[src/rtl/audio_pkg.sv]
// Shared definitions for the audio-input beat detector: sample width, default
// magnitude width, beat FSM states and the stereo sample bundle.
package audio_pkg;
  localparam int SAMPLE_W  = 32;
  localparam int MAG_W_DEF = 16;

  typedef enum logic [1:0] {
    ARMED = 2'd0,
    HOLD  = 2'd1,
    QUIET = 2'd2
  } beat_st_t;

  typedef struct packed {
    logic [SAMPLE_W-1:0] l;
    logic [SAMPLE_W-1:0] r;
  } stereo_t;
endpackage

[src/rtl/audio_mono_abs.sv]
// Stage 2: registered L/R mono mix, absolute value with saturation, and the
// magnitude slice fed to the window accumulator.
module audio_mono_abs
  import audio_pkg::*;
#(
  parameter int MAG_W = MAG_W_DEF
) (
  input  logic             CLOCK_50,
  input  logic             resetn,
  input  logic             vld_in,
  input  stereo_t          smp,
  output logic [MAG_W-1:0] mag16
);
  logic signed [SAMPLE_W-1:0] mono;
  logic        [SAMPLE_W-1:0] mag;

  // Halving each channel first keeps the sum inside 32 bits; only -2^31 has no
  // positive twin, so it clamps to the largest positive value.
  always_comb begin
    mono = ($signed(smp.l) >>> 1) + ($signed(smp.r) >>> 1);
    if (mono == {1'b1, {(SAMPLE_W-1){1'b0}}})
      mag = {1'b0, {(SAMPLE_W-1){1'b1}}};
    else if (mono[SAMPLE_W-1])
      mag = -mono;
    else
      mag = mono;
  end

  always_ff @(posedge CLOCK_50 or negedge resetn)
    if (!resetn)     mag16 <= '0;
    else if (vld_in) mag16 <= MAG_W'(mag >> (SAMPLE_W-1-MAG_W));
endmodule

[src/rtl/audio_in_beat_detector.sv]
// Pops mic samples from Audio_Controller, tracks windowed mean magnitude and
// fires a one-cycle beat pulse with threshold, hysteresis and hold-off.
module audio_in_beat_detector
  import audio_pkg::*;
#(
  parameter int WIN_LOG2    = 8,
  parameter int MAG_W       = MAG_W_DEF,
  parameter int HOLDOFF_WIN = 2
) (
  input  logic                CLOCK_50,
  input  logic                resetn,
  input  logic                enable,
  input  logic                audio_in_available,
  input  logic [SAMPLE_W-1:0] left_channel_audio_in,
  input  logic [SAMPLE_W-1:0] right_channel_audio_in,
  input  logic [MAG_W-1:0]    threshold,
  output logic                read_audio_in,
  output logic [MAG_W-1:0]    level,
  output logic                window_done,
  output logic                beat
);
  localparam int STAGES = 2;
  localparam int ACC_W  = MAG_W + WIN_LOG2;
  localparam int HOLD_W = (HOLDOFF_WIN > 0) ? $clog2(HOLDOFF_WIN + 1) : 1;

  logic [STAGES-1:0]   vld_pipe;   // [0] stage1 holds a sample, [1] stage2 holds a magnitude
  stereo_t             s1;
  logic [MAG_W-1:0]    mag16;
  logic [ACC_W-1:0]    acc, acc_sum;
  logic [WIN_LOG2-1:0] cnt;
  logic [MAG_W-1:0]    mean;
  logic                win_end;
  beat_st_t            state, nxt_state;
  logic [HOLD_W-1:0]   hold_cnt, nxt_hold;
  logic                fire;

  assign read_audio_in = resetn & enable & audio_in_available;

  always_ff @(posedge CLOCK_50 or negedge resetn)
    if (!resetn) begin
      vld_pipe <= '0;
      s1       <= '0;
    end else begin
      vld_pipe <= {vld_pipe[STAGES-2:0], read_audio_in};
      if (read_audio_in) s1 <= {left_channel_audio_in, right_channel_audio_in};
    end

  audio_mono_abs #(.MAG_W(MAG_W)) u_mono_abs (
    .CLOCK_50 (CLOCK_50),
    .resetn   (resetn),
    .vld_in   (vld_pipe[0]),
    .smp      (s1),
    .mag16    (mag16)
  );

  // The last sample of a window is folded in on the same cycle the mean is taken.
  assign acc_sum = acc + ACC_W'(mag16);
  assign mean    = acc_sum[ACC_W-1 -: MAG_W];
  assign win_end = vld_pipe[1] && (cnt == '1);

  always_ff @(posedge CLOCK_50 or negedge resetn)
    if (!resetn) begin
      acc         <= '0;
      cnt         <= '0;
      level       <= '0;
      window_done <= 1'b0;
      beat        <= 1'b0;
    end else begin
      window_done <= win_end;
      beat        <= win_end & fire;
      if (win_end) begin
        acc   <= '0;
        cnt   <= '0;
        level <= mean;
      end else if (vld_pipe[1]) begin
        acc <= acc_sum;
        cnt <= cnt + 1'b1;
      end
    end

  always_ff @(posedge CLOCK_50 or negedge resetn)
    if (!resetn) begin
      state    <= ARMED;
      hold_cnt <= '0;
    end else begin
      state    <= nxt_state;
      hold_cnt <= nxt_hold;
    end

  // Decisions happen only at window end; threshold is looked at only then.
  always_comb begin
    nxt_state = state;
    nxt_hold  = hold_cnt;
    fire      = 1'b0;
    if (win_end) begin
      case (state)
        ARMED:
          if (mean > threshold) begin
            fire = 1'b1;
            if (HOLDOFF_WIN == 0) begin
              nxt_state = QUIET;
            end else begin
              nxt_state = HOLD;
              nxt_hold  = HOLD_W'(HOLDOFF_WIN);
            end
          end
        HOLD: begin
          nxt_hold = hold_cnt - 1'b1;
          if (hold_cnt <= HOLD_W'(1)) nxt_state = QUIET;
        end
        QUIET:
          if (mean <= (threshold >> 1)) nxt_state = ARMED;
        default: nxt_state = ARMED;
      endcase
    end
  end
endmodule
[config.mk]
export PLATFORM = sky130hd
export DESIGN_NAME = audio_in_beat_detector
export DESIGN_NICKNAME = d
export VERILOG_FILES = /design/src/rtl/audio_pkg.sv /design/src/rtl/audio_mono_abs.sv /design/src/rtl/audio_in_beat_detector.sv
export SDC_FILE = /design/constraint.sdc
export NUM_CORES = 1
export LEC_CHECK = 0
export ABC_AREA = 1
export CAP_MARGIN = 5
export CORE_ASPECT_RATIO = 0.75
export CORE_MARGIN = 2
export CORE_UTILIZATION = 35
export CTS_CLUSTER_SIZE = 14
export DETAILED_ROUTE_END_ITERATION = 8
export PLACE_DENSITY_LB_ADDON = 0.05
export SYNTH_ARGS = -nofsm -noshare
export SYNTH_HDL_FRONTEND = slang
export SYNTH_SLANG_ARGS = --single-unit
export TNS_END_PERCENT = 1
[constraint.sdc]
create_clock -name CLOCK_50 -period 6.2 [get_ports CLOCK_50]
set_clock_uncertainty 0.15 [all_clocks]
set_input_delay 0.93 -clock CLOCK_50 [delete_from_list [all_inputs] [get_ports CLOCK_50]]
set_output_delay 0.93 -clock CLOCK_50 [all_outputs]
set_load 0.01 [all_outputs]
# Yosys cells after proc, flatten, opt, wreduce, memory -nomap -nowiden

Cells that the tools add are included.

Bits in registers: 136
Input port bits: 84
Output and inout port bits: 19
Logic and storage cells: 50

Bitwise logic cells: 3
$add $sub $neg: 5
Order comparisons: 3
Eq/ne operators: 7
Multiplexer cells: 15
Reduce and logical (&&, ||, !) cells: 6

Operator list:

| cell                                                                             | number |
|---|---|
| 31-bit 2-to-1 mux                                                                | 2 |
| 24-bit 2-to-1 mux                                                                | 2 |
| 31-bit by 31-bit adder with 32-bit output                                        | 1 |
| 32-bit equality test, second input constant                                      | 1 |
| 31-bit negator                                                                   | 1 |
| 24-bit by 16-bit adder with 24-bit output                                        | 1 |
| 16-bit > comparator                                                              | 1 |
| 16-bit by 15-bit less-or-equal comparator with 1-bit output                      | 1 |
| 8-bit 2-to-1 mux                                                                 | 2 |
| 8-bit by 1-bit adder with 8-bit output, second input constant                    | 1 |
| 8-bit equality test, second input constant                                       | 1 |
| 2-bit 2-to-1 mux                                                                 | 4 |
| 2-bit inequality test, second input constant                                     | 3 |
| 2-bit case mux with 3 select lines                                               | 1 |
| 2-bit case mux with 2 select lines                                               | 1 |
| 4-bit AND reduction                                                              | 1 |
| 2-bit nonzero test                                                               | 2 |
| 1-bit bitwise AND                                                                | 3 |
| 1-bit 2-to-1 mux                                                                 | 3 |
| 3-bit AND reduction                                                              | 1 |
| 2-bit by 1-bit equality test with 1-bit output, second input constant            | 1 |
| 2-bit equality test, second input constant                                       | 1 |
| 2-bit by 1-bit less-or-equal comparator with 1-bit output, second input constant | 1 |
| 2-bit zero test                                                                  | 1 |
| other kinds (2)                                                                  | 2 |

# Depth between registers and ports, before layout

Gate-level depths: netlist (run 1).

Word-level depth: 6
Gate-level depth with buffers: 24
Depth with buffers taken out: 24

# Cells and area by module

Synthesis (run 1) repeated with hierarchy kept, for this count alone.

Cells, all modules: 1664
Area total of the unflattened synthesis: 10795.4 um^2

By module, submodules not included:

| module                 | cells an instance | sequential area each (um^2) | area each (um^2) | times used |
|---|---|---|---|---|
| audio_in_beat_detector | 819               | 3002.9                      | 6485.0           | 1 |
| audio_mono_abs         | 845               | 400.4                       | 4310.4           | 1 |

# Least setup slack after synthesis (run 1)

Ideal clock, no wire load.

Path type: flip-flop to flip-flop
From: register u_mono_abs.mag16[0]
To: register state[1]
Buffers on the path: 0
Path slack: 2.436 ns
Required time: 5.934 ns
Library setup time: 0.116 ns
Arrival time: 3.498 ns
Stages on the path, launching flop included: 24
Clock period less this slack: 3.764 ns
Path through: dfrtp_1 ha_1 inv_1 fa_1 o21ai_1 a21oi_1 o21ai_1 nand3_1 nand2_1 nand3_1 nor3_1 xor2_1 inv_1 ha_1 nand4_1 inv_1 nand4_1 a31o_2 a21oi_1 nand2_1 a21oi_1 nand2_1 nand2_1 nand2_1

Word-level cells in the longest chain between the ends: 4
Elaborated cells between the ends (all ways): 6
Classes of those cells: 1 x add/sub; 2 x order compare; 2 x eq/ne; 1 x reduce/logical

Ends and longest elaborated chain:

| element                                                                                            | line                                                        | source |
|---|---|---|
| start, declared                                                                                    | audio_mono_abs.sv:12                                        | `output logic [MAG_W-1:0] mag16` |
| start signal, assigned                                                                             | audio_mono_abs.sv:31                                        | `else if (vld_in) mag16 <= MAG_W'(mag >> (SAMPLE_W-1-MAG_W));` |
| 24-bit by 16-bit adder with 24-bit output (*)                                                      | audio_in_beat_detector.sv:57                                | `assign acc_sum = acc + ACC_W'(mag16);` |
| net acc_sum[22]                                                                                    | audio_in_beat_detector.sv:29                                | `logic [ACC_W-1:0] acc, acc_sum;` |
| 16-bit by 15-bit less-or-equal comparator with 1-bit output or 16-bit > comparator (tied branches) | audio_in_beat_detector.sv:112, audio_in_beat_detector.sv:98 |  |
| 2-bit inequality test (no source line)                                                             | -                                                           |  |
| 4-bit AND reduction (no source line) (*)                                                           | -                                                           |  |
| end signal, assigned                                                                               | audio_in_beat_detector.sv:86                                | `state <= nxt_state;` |
| end, declared                                                                                      | audio_in_beat_detector.sv:33                                | `beat_st_t state, nxt_state;` |

Mark *: on every way through the listed nets, which the timed path passes. The rest lies on a longest branch.
A chain may end at the register's enable or synchronous reset.

# Final worst setup path (run 1)

Ends and elaborated chain as after synthesis.

==> results of run 1 <==
metal layers:
layer  vias to the layer above  wire [um]
met1                      4179      15800
met4                         0        260
met3                        15        823
met5                         -          0
li1                       4876          -
met2                       131      10300
cell usage after synthesis (2+ instances only):
cell	count	area share, %
sky130_fd_sc_hd__a21oi_2	3	0.26
sky130_fd_sc_hd__a31oi_1	2	0.13
sky130_fd_sc_hd__nand4_1	13	0.81
sky130_fd_sc_hd__clkbuf_1	24	0.90
sky130_fd_sc_hd__nand2_1	569	21
sky130_fd_sc_hd__nor3_1	9	0.45
sky130_fd_sc_hd__nand2_2	33	2.1
sky130_fd_sc_hd__nor2_4	5	0.56
sky130_fd_sc_hd__xnor2_1	9	0.79
sky130_fd_sc_hd__nand3_1	80	4.0
sky130_fd_sc_hd__inv_1	185	6.9
sky130_fd_sc_hd__buf_2	2	0.10
sky130_fd_sc_hd__xor2_1	19	1.7
sky130_fd_sc_hd__nand2_4	2	0.23
sky130_fd_sc_hd__nor2_1	113	4.2
sky130_fd_sc_hd__nand3b_1	11	0.83
sky130_fd_sc_hd__nor4_1	2	0.13
sky130_fd_sc_hd__nor2_2	10	0.63
sky130_fd_sc_hd__o21ai_1	6	0.30
sky130_fd_sc_hd__inv_2	7	0.26
sky130_fd_sc_hd__nand3_2	6	0.60
sky130_fd_sc_hd__and2_1	2	0.13
sky130_fd_sc_hd__nor3_2	2	0.20
sky130_fd_sc_hd__o21ai_0	58	2.9
sky130_fd_sc_hd__fa_1	2	0.40
sky130_fd_sc_hd__a21oi_1	63	3.2
sky130_fd_sc_hd__o22ai_1	6	0.38
sky130_fd_sc_hd__ha_1	80	10
sky130_fd_sc_hd__o21bai_1	5	0.38
sky130_fd_sc_hd__dfrtp_1	134	34
sky130_fd_sc_hd__a22o_1	3	0.26
layout make-up:
class	count	area, um^2	area share, %
Clock buffer	20	437	3.63
Sequential cell	134	3350	27.8
Multi-Input combinational cell	1128	5830	48.4
Tap cell	385	482	4.00
Timing Repair Buffer	105	1040	8.63
Inverter	192	721	5.99
Clock inverter	12	178	1.48
worst max-delay path by stage:
stage                                         start                   end  slack [ns]  cells after the start
finish              u_mono_abs.mag16[0]$_DFFE_PN0P_  state[1]$_DFFE_PN0P_        1.39                     23
global route                     acc[0]$_DFFE_PN0P_  state[1]$_DFFE_PN0P_        1.10                     23
CTS                 u_mono_abs.mag16[0]$_DFFE_PN0P_  state[1]$_DFFE_PN0P_        1.48                     23
detailed placement  u_mono_abs.mag16[0]$_DFFE_PN0P_  state[1]$_DFFE_PN0P_        1.49                     23
global placement    u_mono_abs.mag16[0]$_DFFE_PN0P_  state[1]$_DFFE_PN0P_        1.56                     23
floorplan           u_mono_abs.mag16[0]$_DFFE_PN0P_  state[1]$_DFFE_PN0P_        2.44                     23
registers in the layout (all words and copies together) (netlist names):
name	flops
s1	62
acc	24
level	16
u_mono_abs.mag16	16
cnt	8
hold_cnt	2
state	2
vld_pipe	2
beat	1
window_done	1
cells by family after synthesis:
logic type | after synthesis | synth area share (%)
adder cells (fa/ha/maj) | 82 | 10.4
AND/OR/NAND/NOR | 861 | 36.8
XOR/XNOR | 28 | 2.45
flip-flops | 134 | 33.5
AO/OA/AOI/OAI | 157 | 8.63
buffers and inverters | 218 | 8.21
power by group:
| group | switching (mW) | internal (mW) | total [mW] | leakage, nW |
|---|---|---|---|---|
| Clock | 0.413 | 0.674 | 1.09 | 0.298 |
| Sequential | 0.135 | 1.06 | 1.19 | 1.69 |
| Combinational | 1.70 | 0.954 | 2.66 | 4.43 |
metrics by stage:
stage / util, % / power [mW]
after global placement: 40.7 / 3.81
final: 42.9 / 4.94
after CTS: 42.9 / 4.96
after floorplan: - / 3.14
after global routing: 42.9 / 5.42
after detailed placement: 40.7 / 3.83
==> impl_results.rst, run 1 <==
.. list-table::
   :header-rows: 1

   * - Metric
     - Value
   * - Result of the run
     - finished, final reports clean
   * - Final cycle utilization of the critical path
     - 77.6%
   * - H-Tree Level Count
     - 4
   * - Total Routing Usage GR
     - 19.3%
   * - Layout cell share with drive strength beyond 1
     - 6.91%
   * - Setup repair after global routing missed its margin
     - no
   * - GRT met2 Usage
     - 26.8%
   * - Die span in x
     - 199 um
   * - Leading cell types in the layout, fill and taps excluded
     - 569 x sky130_fd_sc_hd__nand2_1, 184 x sky130_fd_sc_hd__inv_1, 134 x sky130_fd_sc_hd__dfrtp_1
   * - Initial antenna violation count
     - 0
   * - Synthesized Nets
     - 1646
   * - Post-Place Worst Slack
     - 1.49 ns
   * - CP Capture Type
     - flop
   * - Die area
     - 0.0300 mm^2
   * - Routed vias/inst
     - 4.66
   * - Slowest-stage cell, CP
     - sky130_fd_sc_hd__fa_1
   * - Remaining DRCs
     - 0
   * - Capturing point of the worst reg2reg path
     - state[1]$_DFFE_PN0P_
   * - Headroom to the max-slew limit
     - 45.9%
   * - Largest net degree at the start of global routing
     - 66
   * - Ratio of total power to cell area
     - 410 mW/mm^2
   * - Final weighted congestion in routability-driven placement
     - 0.894
   * - Family with the most delay on the worst path
     - compound AO/OA/AOI/OAI gates
   * - Average footprint of a synthesized cell
     - 6.76 um^2
   * - Post-DP Area
     - 0.0114 mm^2
   * - Deepest clock path buffer count
     - 2
   * - Worst Setup Start Kind
     - flop
   * - Count of buffers inserted at the top-level ports
     - 100
   * - IO Pins
     - 103
   * - TritonCTS clock tree
     - built
   * - Met1 demand-to-capacity share in global routing
     - 30.8%
   * - Slack of the worst reg-to-reg path
     - 1.39 ns
   * - Initial core utilization
     - 35.7%
   * - Clock-pin slew on the worst setup and hold paths
     - 0.07 ns
   * - Number of core rows
     - 53
   * - Core Region
     - 0.0281 mm^2
   * - Number of hold violations in the final report
     - 0
   * - Total of fill cells in the finished design
     - 3010
   * - Setup TNS after final layout
     - 0 ns
   * - Antenna diode count
     - 0
   * - Overall via count from detail_route
     - 9201
   * - Achievable clock frequency
     - 208 MHz
   * - Cell seen most often among critical-path stages
     - sky130_fd_sc_hd__nand2_1
   * - Leakage power
     - 6.42 nW
   * - Leading cell type in the layout, fill and taps excluded
     - sky130_fd_sc_hd__nand2_1
   * - # nets final
     - 1744
   * - Proportion of synthesized flip-flops having asynchronous set or reset
     - 100%
   * - WP data arrival
     - 4.99 ns
   * - Clock latency of the later-clocked register in the worst-skew pair
     - 0.43 ns
   * - Netlist cell types
     - 46
   * - Residual overflow from global routing
     - 0
   * - Synth Warn #
     - 0
   * - Number of optimization iterations in the first detailed-route pass
     - 5
   * - Number of nets still failing antenna checks after routing
     - 0
   * - Placed cell count
     - 1944
   * - Post-detail-place hpwl
     - 21.2 mm
   * - Post-synthesis cell area
     - 0.0100 mm^2
   * - Measured slew at the worst slew-check pin
     - 0.810 ns
   * - Clock sink total
     - 134
   * - Floorplan die height
     - 150 um
   * - Cell breakdown of the critical path
     - ha_1 > inv_1 > fa_1 > o21ai_1 > a21oi_1 > o21ai_1 > nand3_1 > nand2_1 > nand3_1 > nor3_1 > xor2_1 > inv_1 > ha_1 > nand4_1 > inv_1 > nand4_1 > a31o_2 > a21oi_1 > nand2_1 > a21oi_1 > nand2_1 > nand2_1 > nand2_1
   * - Crit-path max FO
     - 3
   * - Buffer count from post-CTS setup fixing
     - 0
   * - Root buffer cell
     - sky130_fd_sc_hd__clkbuf_16
   * - Start-to-end type of the worst setup path
     - flop to flop
   * - Most utilized layer in the global route result
     - met1
   * - Via count of the first global-routing pass
     - 8839
   * - Crit path buffers/inverters
     - 3
   * - Worst hold slack
     - 0.258 ns
   * - Count of mapped cells out of synthesis
     - 1480
   * - Max Slew Vio Count
     - 0
   * - Worst hold-check path type
     - input port to asynchronous set/reset pin
   * - Delay contributed by the slowest stage of the critical path
     - 0.40 ns
   * - Post-route non-filler standard cell count
     - 1976
   * - Wire length of the first global-routing pass
     - 45.7 mm
   * - Number of DRC violations after detailed-routing iteration 0
     - 586
   * - Hold-fix buffers at CTS
     - 0
   * - Max-cap check violation count
     - 0
   * - Cts repair resizes
     - 0
   * - Final setup violating endpoints
     - 0
   * - Routed wire length
     - 27.3 mm
   * - Final design instance area without fill
     - 0.0120 mm^2
   * - Met3 usage
     - 3.29%
   * - Number of enable-type register cells in the synthesized netlist
     - 0
   * - Most instantiated flip-flop cell in the synthesis netlist
     - sky130_fd_sc_hd__dfrtp_1
   * - Final critical-path setup slack
     - 1.39 ns
   * - Sequential fraction of the synthesis area
     - 33.5%
   * - Startpoint of the most critical register-to-register path
     - u_mono_abs.mag16[0]$_DFFE_PN0P_
   * - Final period demand of the worst path
     - 4.81 ns
   * - Growth of design area from synthesis to finish
     - 20.4%
   * - Worst reg-to-reg path cell count
     - 23
   * - Critical path required time
     - 6.38 ns
   * - IR drop worst, VDD
     - 0.246 mV
   * - Number of clock buffers inserted by TritonCTS
     - 17
   * - Number of register bits inferred by synthesis
     - 134
   * - Average wire length per cell after detail routing
     - 13.8 um
Note: power is estimated with default switching activity, not from simulation.
==> inputs of run 2 (changes only) <==
==> constraint.sdc (replaced) <==
create_clock -name CLOCK_50 -period 3.9 [get_ports CLOCK_50]
set_clock_uncertainty 0.15 [all_clocks]
set_input_delay 0.585 -clock CLOCK_50 [delete_from_list [all_inputs] [get_ports CLOCK_50]]
set_output_delay 0.585 -clock CLOCK_50 [all_outputs]
set_load 0.01 [all_outputs]
==> run 2 against run 1 <==
Compared with the run above: register-to-register slack worse by 1.4 ns; flip-flop and latch count stayed put; via count is 3.1% higher; core utilization is 2.3 points higher; cell count is 3.5% higher; combinational power is 97% higher; die area stayed put; largest cell class unchanged; critical endpoint is now state[0]$_DFFE_PN0P_; sequential power is 60% higher; first-iteration DRC count is 11% higher.
==> impl_results.rst, run 2 (same netlist as run 1, synthesis figures left out) <==
.. list-table::
   :header-rows: 1

   * - Metric
     - Value
   * - Result of the run
     - finished, final reports clean
   * - Layout cell share with drive strength beyond 1
     - 12.0% (+5.1 points)
   * - Deepest clock path buffer count
     - 2 (unchanged)
   * - Max Slew Vio Count
     - 0 (unchanged)
   * - Overall via count from detail_route
     - 9484 (+3.1%)
   * - Headroom to the max-slew limit
     - 41.7% (-4.3 points)
   * - Antenna diode count
     - 0 (unchanged)
   * - Leading cell types in the layout, fill and taps excluded
     - 566 x sky130_fd_sc_hd__nand2_1, 184 x sky130_fd_sc_hd__inv_1, 134 x sky130_fd_sc_hd__dfrtp_1
   * - Leakage power
     - 6.76 nW (+5.2%)
   * - Post-detail-place hpwl
     - 21.8 mm (+2.7%)
   * - Die span in x
     - 199 um (unchanged)
   * - Routed wire length
     - 27.9 mm (+2.3%)
   * - Cell breakdown of the critical path
     - ha_2 > inv_1 > fa_2 > o21ai_2 > a21oi_2 > o21ai_2 > nand3_1 > nand2_2 > nand3_4 > nor3_2 > xor2_1 > inv_1 > ha_1 > nand4_1 > inv_1 > nand4_1 > a31o_2 > a21oi_4 > nand2_2 > buf_4 > nor2_1 > o21bai_1
   * - Root buffer cell
     - sky130_fd_sc_hd__clkbuf_16
   * - Via count of the first global-routing pass
     - 9028 (+2.1%)
   * - Area used by multi-input combinational logic
     - 0.00597 mm^2 (+2.3%)
   * - IO Pins
     - 103 (unchanged)
   * - WP data arrival
     - 4.11 ns (-0.88 ns)
   * - Flip-flop count of the largest register after layout
     - 62 (unchanged)
   * - Largest net degree at the start of global routing
     - 66 (unchanged)
   * - H-Tree Level Count
     - 4 (unchanged)
   * - CP Capture Type
     - flop
   * - Clock-pin slew on the worst setup and hold paths
     - 0.07 ns (about the same)
   * - Initial antenna violation count
     - 0 (unchanged)
   * - Number of optimization iterations in the first detailed-route pass
     - 5 (unchanged)
   * - Floorplan die height
     - 150 um (unchanged)
   * - Slack of the worst reg-to-reg path
     - 0.004 ns (-1.39 ns)
   * - Setup TNS after final layout
     - 0 ns (unchanged)
   * - Final weighted congestion in routability-driven placement
     - 0.922 (+3.2%)
   * - Worst Setup Start Kind
     - flop
   * - Initial core utilization
     - 35.7% (unchanged)
   * - Final setup violating endpoints
     - 0 (unchanged)
   * - Clock latency of the later-clocked register in the worst-skew pair
     - 0.44 ns (about the same)
   * - TritonCTS clock tree
     - built
   * - Post-DP Area
     - 0.0119 mm^2 (+4.3%)
   * - Total Routing Usage GR
     - 19.6% (+0.27 points)
   * - Clock sink total
     - 134 (unchanged)
   * - Total of fill cells in the finished design
     - 2914 (-3.2%)
   * - Final period demand of the worst path
     - 3.90 ns (-0.915 ns)
   * - Final design instance area without fill
     - 0.0127 mm^2 (+5.3%)
   * - Die area
     - 0.0300 mm^2 (unchanged)
   * - Achievable clock frequency
     - 257 MHz (+23%)
   * - Count of buffers inserted at the top-level ports
     - 100 (unchanged)
   * - Number of core rows
     - 53 (unchanged)
   * - Average wire length per cell after detail routing
     - 13.6 um (-1.2%)
   * - Residual overflow from global routing
     - 0 (unchanged)
   * - Registers with the highest flip-flop counts
     - s1 (62), acc (24)
   * - Largest register by flop count
     - s1
   * - Flip-flop and latch area
     - 0.00335 mm^2 (unchanged)
   * - Final cycle utilization of the critical path
     - 99.9% (+22 points)
   * - # nets final
     - 1814 (+4.0%)
   * - Delay contributed by the slowest stage of the critical path
     - 0.36 ns (-0.04 ns)
   * - Measured slew at the worst slew-check pin
     - 0.875 ns (+0.0649 ns)
   * - Critical path required time
     - 4.11 ns (-2.27 ns)
   * - Number of clock buffers inserted by TritonCTS
     - 17 (unchanged)
   * - Number of nets still failing antenna checks after routing
     - 0 (unchanged)
   * - Cell seen most often among critical-path stages
     - sky130_fd_sc_hd__inv_1
   * - Growth of design area from synthesis to finish
     - 26.8%
   * - Max-cap check violation count
     - 0 (unchanged)
   * - Worst hold-check path type
     - flop to flop
   * - Leading cell type in the layout, fill and taps excluded
     - sky130_fd_sc_hd__nand2_1
   * - Wire length of the first global-routing pass
     - 46.2 mm (+1.0%)
   * - Routed vias/inst
     - 4.64 (-0.45%)
   * - Worst hold slack
     - 0.329 ns (+0.0712 ns)
   * - Setup repair after global routing missed its margin
     - yes
   * - Crit-path max FO
     - 3 (unchanged)
   * - Remaining DRCs
     - 0 (unchanged)
   * - Core Region
     - 0.0281 mm^2 (unchanged)
   * - Number of DRC violations after detailed-routing iteration 0
     - 651 (+11%)
   * - Ratio of total power to cell area
     - 695 mW/mm^2 (+69%)
   * - Slowest-stage cell, CP
     - sky130_fd_sc_hd__fa_2
   * - Start-to-end type of the worst setup path
     - flop to flop
   * - Number of hold violations in the final report
     - 0 (unchanged)
   * - IR drop worst, VDD
     - 0.309 mV (+26%)
[run 2: routing by layer]
layer	vias to the layer above	global-route usage [%]	share of wire, %
li1	5016	-	-
met1	4291	31.2	57
met2	162	27.4	39
met3	15	3.27	3.8
met4	0	3.62	0.70
met5	-	0	0
[run 2: path summary, 6_finish.rpt]
| kind | startpoint | endpoint | depth (start not counted) |
|---|---|---|---|
| worst max-delay path | acc[0]$_DFFE_PN0P_ | state[0]$_DFFE_PN0P_ | 22 |
| worst min-delay path | level[0]$_DFFE_PN0P_ | level[0]$_DFFE_PN0P_ | 2 |
| worst max register to register | acc[0]$_DFFE_PN0P_ | state[0]$_DFFE_PN0P_ | 22 |
| worst min register to register | level[0]$_DFFE_PN0P_ | level[0]$_DFFE_PN0P_ | 2 |
| max in group asynchronous | resetn | acc[7]$_DFFE_PN0P_ | 3 |
| min in group asynchronous | resetn | s1[7]$_DFFE_PN0P_ | 2 |
[run 2: metrics by stage]
stage	setup WS (ns)	power (mW)	instances	utilization (%)
4_1_cts	-0.0483	8.69	2043	44.9
6_report	0.00445	8.81	2046	45.2
5_1_grt	-0.244	9.65	2046	45.2
3_3_place_gp	-0.398	6.91	2009	42.5
2_1_floorplan	0.136	4.99	1480	-
3_5_place_dp	-0.496	6.92	2009	42.5
[run 2: timing repair]
action / CTS / global route
endpoints found under the setup margin: 5 / 5
gates resized for setup: 16 / 13
buffers inserted: 1 / 3
pin swaps: 5 / 7
gates cloned: 0 / 0
hold buffers: 1 / 0
hold endpoints to repair: 12 / 0
[run 2: worst max-delay path, delay by kind of cell, from the launching register on]
kind,cells,cell delay [ns]
compound gates,6,1.00
simple gates,8,0.94
fa+ha+maj,3,0.83
buf+inv,4,0.35
flops,1,0.35
xor+xnor,1,0.20
[run 2: cell type report]
type,instances,area share (%)
Clock buffer,22,3.74
Sequential cell,134,26.4
Timing Repair Buffer,175,12.4
Multi-Input combinational cell,1128,47.0
Inverter,192,5.68
Clock inverter,10,0.937
Tap cell,385,3.80
[run 2: power breakdown]
| part | leakage [nW] | total (mW) | switching, mW | internal [mW] |
|---|---|---|---|---|
| logic | 4.78 | 5.25 | 2.94 | 2.30 |
| clock network | 0.284 | 1.66 | 0.664 | 0.996 |
| registers | 1.69 | 1.90 | 0.220 | 1.68 |
==> inputs of run 3 (changes only) <==
--- a/config.mk
+++ b/config.mk
@@ -6,10 +6,10 @@
 export NUM_CORES = 1
 export LEC_CHECK = 0
 export ABC_AREA = 1
-export CAP_MARGIN = 5
 export CORE_ASPECT_RATIO = 0.75
 export CORE_MARGIN = 2
 export CORE_UTILIZATION = 35
+export CTS_CLUSTER_DIAMETER = 100
 export CTS_CLUSTER_SIZE = 14
 export DETAILED_ROUTE_END_ITERATION = 8
 export PLACE_DENSITY_LB_ADDON = 0.05
==> results of run 3 <==
The final DEF is identical to that of run 2; final timing and power are the same.
